**src/rtl/hdr_seq_ctrl.sv**
```systemverilog
// Header sequencing controller: tracks packet boundaries on an AXI-Stream-like input,
// limits headers in flight to the parser FIFO depth, and turns parsed headers into forward/drop/CPU decisions.
module hdr_seq_ctrl #(
  parameter int MAX_OUTSTANDING = 4,
  parameter int CNT_WIDTH       = 16
) (
  input  logic                               clk,
  input  logic                               reset,
  input  logic                               i_tvalid,
  input  logic                               i_tlast,
  input  logic                               i_tready_ds,
  output logic                               o_tready,
  output logic                               o_pkt_word1,
  input  logic                               i_eth_valid,
  input  logic                               i_is_bmcast,
  input  logic                               i_is_for_us,
  input  logic                               i_is_arp,
  input  logic                               i_is_ipv4,
  output logic                               o_rd_eth,
  output logic                               o_dec_valid,
  output logic [1:0]                         o_dec_action,
  input  logic                               i_dec_ready,
  output logic [CNT_WIDTH-1:0]               o_drop_cnt,
  output logic [CNT_WIDTH-1:0]               o_cpu_cnt,
  output logic [$clog2(MAX_OUTSTANDING):0]   o_outstanding
);

  localparam int OUT_W = $clog2(MAX_OUTSTANDING) + 1;

  localparam logic [0:0] S_HDR  = 1'b0;
  localparam logic [0:0] S_BODY = 1'b1;

  localparam logic [1:0] ACT_DROP = 2'b00;
  localparam logic [1:0] ACT_FWD  = 2'b01;
  localparam logic [1:0] ACT_CPU  = 2'b10;

  localparam logic [OUT_W-1:0]     OUT_MAX = OUT_W'(MAX_OUTSTANDING);
  localparam logic [CNT_WIDTH-1:0] CNT_MAX = '1;

  logic [0:0]       state;
  logic [OUT_W-1:0] outstanding;
  logic             beat;
  logic             hdr_full;
  logic [1:0]       next_action;

  // Stall only while waiting for a first word, so a packet in flight is never split.
  assign hdr_full    = (state == S_HDR) && (outstanding == OUT_MAX);
  assign o_tready    = i_tready_ds & ~hdr_full;
  assign beat        = i_tvalid & o_tready;
  assign o_pkt_word1 = (state == S_HDR) & beat;

  // Pop whenever the decision register is empty or is being drained this cycle.
  assign o_rd_eth    = i_eth_valid & (~o_dec_valid | i_dec_ready);

  // Broadcast/multicast IPv4 goes to the CPU alongside ARP and other local traffic.
  always_comb begin
    next_action = ACT_CPU;
    if (!i_is_for_us)
      next_action = ACT_DROP;
    else if (i_is_ipv4 && !i_is_bmcast)
      next_action = ACT_FWD;
  end

  assign o_outstanding = outstanding;

  // NOTE: sequential state uses non-blocking assignments so every register samples pre-edge values.
  always_ff @(posedge clk or posedge reset) begin
    if (reset) begin
      state       <= S_HDR;
      outstanding <= '0;
    end else begin
      if (beat) begin
        case (state)
          S_HDR:   if (!i_tlast) state <= S_BODY;
          S_BODY:  if (i_tlast)  state <= S_HDR;
          default: state <= S_HDR;
        endcase
      end
      if (o_pkt_word1 && !o_rd_eth && outstanding != OUT_MAX)
        outstanding <= outstanding + 1'b1;
      else if (!o_pkt_word1 && o_rd_eth && outstanding != '0)
        outstanding <= outstanding - 1'b1;
    end
  end

  always_ff @(posedge clk or posedge reset) begin
    if (reset) begin
      o_dec_valid  <= 1'b0;
      o_dec_action <= ACT_DROP;
      o_drop_cnt   <= '0;
      o_cpu_cnt    <= '0;
    end else begin
      if (o_rd_eth) begin
        o_dec_valid  <= 1'b1;
        o_dec_action <= next_action;
        if (next_action == ACT_DROP && o_drop_cnt != CNT_MAX)
          o_drop_cnt <= o_drop_cnt + 1'b1;
        if (next_action == ACT_CPU && o_cpu_cnt != CNT_MAX)
          o_cpu_cnt <= o_cpu_cnt + 1'b1;
      end else if (o_dec_valid && i_dec_ready) begin
        o_dec_valid <= 1'b0;
      end
    end
  end

endmodule

```
**config.mk**
```make
export PLATFORM = sky130hd
export DESIGN_NAME = hdr_seq_ctrl
export DESIGN_NICKNAME = d
export VERILOG_FILES = /design/src/rtl/hdr_seq_ctrl.sv
export SDC_FILE = /design/constraint.sdc
export NUM_CORES = 1
export LEC_CHECK = 0
export CAP_MARGIN = 20
export CORE_ASPECT_RATIO = 0.5
export CORE_MARGIN = 4
export CORE_UTILIZATION = 43
export DETAILED_ROUTE_END_ITERATION = 16
export PLACE_DENSITY = 0.72
export SLEW_MARGIN = 20
export SYNTH_ARGS = -nofsm -noshare
export SYNTH_HDL_FRONTEND = slang
export SYNTH_SLANG_ARGS = --single-unit
```
**constraint.sdc**
```tcl
create_clock -name clk -period 2.5 [get_ports clk]
set_input_delay 0.75 -clock clk [delete_from_list [all_inputs] [get_ports clk]]
set_output_delay 0.75 -clock clk [all_outputs]
set_load 0.01 [all_outputs]
```
* Yosys cells after proc, flatten, opt, wreduce, memory -nomap -nowiden
Cells that the tools add are included.
Storage, ports and cells: bits of input ports 11, logic and storage cells 48, output and inout bits 41, register bits after elaboration 39
Operators by class: add/subtract/negate cells 4, muxes and demuxes 7, eq/ne operators 5, reductions and logical operators 18, bitwise operators 8
Operator list (count):
- adder 16 x 1 -> 16 bit (second input constant) | 2
- != test 16 bit (second input constant) | 2
- logical AND 1 bit | 9
- 2-to-1 mux 3 bit | 2
- bitwise AND 1 bit | 4
- 2-to-1 mux 2 bit | 2
- AND reduction 2 bit | 2
- nonzero test 2 bit | 2
- adder 3 x 1 -> 3 bit (second input constant) | 1
- == test 3 bit (second input constant) | 1
- logical NOT 1 bit | 3
- 2-to-1 mux 1 bit | 3
- != test 3 bit (second input constant) | 1
- inverter 1 bit | 3
- nonzero test 3 bit | 1
- subtractor 3 x 1 -> 3 bit (second input constant) | 1
- == test 2 bit (second input constant) | 1
- logical NOT 2 bit | 1
- OR 1 bit | 1

* Longest topological paths before layout
Gate-level depths: netlist (run 1).
word-level depth 11, gate-level depth with buffers 8, gate-level depth less buffers 7

* Worst setup path after synthesis (run 1)
OpenSTA, ideal clock, no wires.
path kind input to register, start point input port i_dec_ready, end point register outstanding[2] (netlist: o_outstanding[2]), path slack 116 ps, path buffers 1, library setup time 136 ps, stages on the path 8, required time 2364 ps, arrival 2248 ps, cell sequence nand2b_1 -> nand2_1 -> buf_2 -> nand2_1 -> fa_1 -> or3_1 -> o21ai_0 -> a21oi_1
On the way: longest elaborated chain between the ends 6, elaborated cells between the ends (all ways) 9, classes of those cells mux (1); bitwise (2); reduce/logical (6)
Ends and longest elaborated chain:
- from (decl) | RTL line 22 | input logic i_dec_ready,
- OR 1 bit (*) | RTL line 53 | assign o_rd_eth = i_eth_valid & (~o_dec_valid | i_dec_ready);
- bitwise AND 1 bit (*) | RTL line 53
- logical NOT 1 bit | RTL line 79 | if (o_pkt_word1 && !o_rd_eth && outstanding != OUT_MAX)
- logical AND 1 bit (2 in series) | RTL line 79
- 2-to-1 mux 3 bit / nonzero test 2 bit (equally long branches)
- to (signal assigned) | RTL line 80 | outstanding <= outstanding + 1'b1;
- to (signal assigned) | RTL line 82 | outstanding <= outstanding - 1'b1;
- to (decl) | RTL line 41 | logic [OUT_W-1:0] outstanding;
Every way passes the cells marked *; elsewhere a longest branch is shown, timed or not. A chain may end at the register's enable or synchronous reset.

* Worst setup path after layout (run 1)
start point input port i_dec_ready, end point output port o_rd_eth
On the way: longest elaborated chain between the ends 2
Ends and longest elaborated chain:
- OR 1 bit | RTL line 53
- bitwise AND 1 bit | RTL line 53
- to (decl) | RTL line 19 | output logic o_rd_eth,
No other way between the ends.

==> impl_metrics.ini, run 1 <==
[sta]
fin_crit_ps = 2370
hold_viol = 0
slew_viol_final = 0
clock.fmax_mhz = 421
tightest_slew_ps = 497
post-route-period-util_pct = 94.9
max_slew_margin_pct = 66.9
rsz0062_at_grt = false
holdWs_ps = 480
setup_viol = 0
skew_ps = 2.89

[placement]
place_area_um2 = 2640
gp_congestion = 0.801
dp.final_hpwl_mm = 3.07
port_buffers = 50

[floorplanning]
start_util_pct = 45.1
die_area_um2 = 5880
std_cell_rows = 17
pin_count = 52
die-height_um = 56.3
die_x_um = 105
core_area_um2 = 4450

[yosys]
synth-seq-cells = 39
synth.area.mux_share_pct = 2.00
yosysUniqueCellTypes = 45
synth_top_area_share_pct = 48.7
synth_top_family_by_area = simple AND/OR/NAND/NOR gates
avgSynthCellArea_um2 = 11.3
synth_nets = 192
async_flop_share_pct = 100
yosys.area.top_type = dfrtp_1
yosys.area_share.xor_xnor_pct = 13.5
yosysSeqAreaShare_pct = 48.7
synth_ff_type = dfrtp_1
synth_edf_count = 0
synth-simple-area-share_pct = 25.8
synth_compound_area_share_pct = 5.99
synth_cells = 178
ys_top_cells_by_area = dfrtp_1 (49%), xnor2_1 (7.0%), xor2_1 (5.7%), nand2_1 (3.7%), nand4_1 (3.1%)
syn_area_um2 = 2000
synthAdderAreaFrac_pct = 2.25
ys_warn_count = 0

[power_and_ir_drop]
powerDensity_nw_per_um2 = 767
p_leak_nw = 1.25
peakVddDrop_mv = 0.457

[critical_path]
crit_path_end_kind = output pin
cp_max_fo = 2
arrival_ps = 1620
crit_buf_inv = 3
critPathTopFamily = buffers and inverters
critPathKind = in2out
cpMaxStageDelayCell = clkdlybuf4s50_1
worst-endpoint-required_ps = 1750
r2r_start = o_outstanding[0]
startpoint_type = primary input
max_stage_delay_ps = 480
ff2ff_path_depth = 8
cp_cell_sequence = clkdlybuf4s50_1, nand2b_4, nand2_1, inv_1, clkbuf_2
r2r_end = o_outstanding[2]
r2r_slack_ps = 390

[drt]
wl_mm = 4.14
vias = 1547
wl_per_cell_um = 13.5
drc = 0
ant_nets = 0
viasPerCell = 5.04
drtPass1Iterations = 4
drt_iter0_drc = 50

[global_route]
grt_pass1_vias = 1544
grt_usage_pct = 14.4
antenna_found_initial = 0
grt_max_degree = 40
grt_overflow = 0
grt_pass1_wl_mm = 6.98

[cts]
cts_made_buffers = 5
cts.root.buffer_cell = clkbuf_8
h-tree-depth = 2
clkLatencyLatePin_ps = 290
hold_buffers = 0
clkTransAtPathRegs_ps = 80
cts_tree = done
clock_path_buffers = 2
cts.sinks = 39

[hold_path]
hold_start = o_dec_action[1]
min_path_cells = 2
hp-class = reg2reg
min_delay_worst_endpoint = o_dec_action[1]

[flow_run]
cap_violations = 0

[finish]
finalNetCount = 263
final_layout_size_suffix_gt1_share_pct = 20.0
area_growth_pct = 40.4
fin_area_um2 = 2810
antenna_cells = 0

[status]
outcome = finished clean
-- through the flow --
stage	instances	total power, mW	worst slack, ps	TNS (ps)	utilization [%]
after floorplan	178	1.24	116	0	-
after global placement	294	1.59	-346	-1100	59.4
after detailed placement	294	1.61	-412	-1620	59.4
after CTS	302	2.16	-107	-195	62.1
after global routing	307	2.28	1.99	0	63.3
final	307	2.16	126	0	63.3
-- worst max-delay path by stage --
stage | startpoint | cells after the start | slack [ps] | end
2_1_floorplan | i_dec_ready | 8 | 120 | o_outstanding[2]
3_3_place_gp | i_tvalid | 4 | -350 | o_pkt_word1
3_5_place_dp | i_tready_ds | 9 | -410 | o_outstanding[2]
4_1_cts | i_tready_ds | 9 | -110 | o_outstanding[2]
5_1_grt | i_dec_ready | 9 | 2 | o_outstanding[2]
6_report | i_dec_ready | 5 | 130 | o_rd_eth
-- what timing repair did --
item	CTS	global route
pin swaps	0	3
buffers inserted	0	5
gates resized for setup	5	10
endpoints found under the setup margin	4	3
-- per-layer routing --
metal	routed length [um]	track usage, %	vias up
li1	-	-	763
met1	1890	17.1	753
met2	2090	26.4	25
met3	105	3.10	6
met4	50	4.55	0
met5	0	0	-
-- kinds of logic (layout without fill, tap and decap cells) --
kind of cell,Yosys count,in the layout
buffers and inverters,7,79
multiplexers,3,3
XOR/XNOR,30,30
AND/OR/NAND/NOR,80,80
AO/OA/AOI/OAI,16,16
adder cells (fa/ha/maj),3,3
flip-flops,39,39
-- cell usage in the layout (no fill, tap or decap), types with 3 or more instances in the layout --
| master | Yosys | final |
|---|---|---|
| nor2_1 | 9 | 9 |
| dfrtp_1 | 39 | 39 |
| nand3_1 | 7 | 7 |
| a21oi_1 | 3 | 3 |
| nand2_1 | 20 | 18 |
| nand4_1 | 10 | 10 |
| o21ai_0 | 4 | 4 |
| nor3_1 | 4 | 4 |
| clkbuf_8 | 0 | 6 |
| buf_4 | 0 | 14 |
| xor2_1 | 13 | 13 |
| inv_1 | 5 | 5 |
| xnor2_1 | 16 | 16 |
| nor2_2 | 5 | 5 |
| nand2b_1 | 4 | 3 |
| clkdlybuf4s50_1 | 0 | 45 |
-- registers in the layout (all words and copies together) (netlist names) --
| name | cells |
|---|---|
| o_outstanding | 3 |
| state | 1 |
| o_dec_action | 2 |
| o_drop_cnt | 16 |
| o_dec_valid | 1 |
| o_cpu_cnt | 16 |
-- synthesized netlist by cell type, types with 3 or more instances --
cell / number
nand2b_1: 4
dfrtp_1: 39
a21oi_1: 3
nand4_1: 10
nor2_2: 5
nor2_1: 9
o21ai_0: 4
xor2_1: 13
nand3_1: 7
xnor2_1: 16
nand2_1: 20
nor3_1: 4
inv_1: 5
-- power by group --
part / switching (mW) / leakage [nW] / internal [mW] / total [mW]
Sequential: 0.195 / 0.499 / 0.752 / 0.947
Combinational: 0.266 / 0.689 / 0.401 / 0.668
Clock: 0.222 / 0.0612 / 0.323 / 0.545
Total: 0.683 / 1.25 / 1.48 / 2.16
-- cell type report --
type	count	area [um2]
inverters	5	18.8
fillers	356	1630
repair buffers	66	622
multi-input cells	132	1010
well taps	57	71.3
flip-flops and latches	39	976
clock buffers	6	82.6
clock inverters	2	35.0
-- worst reg2reg max path, stage by stage, from the launching register on --
cell and delay (ps):
dfrtp_1 480, nor2_2 120, a211oi_4 270, buf_6 150, nand2_2 60, fa_2 370
or3_1 370, o21ai_0 90, a21oi_1 80
Power figures use the tool's default switching activity.
==> inputs of run 2 (changes only) <==
Settings changed: CTS_CLUSTER_DIAMETER set to 150.
==> results of run 2 <==
Final layout, timing and power as in run 1 (identical DEF).
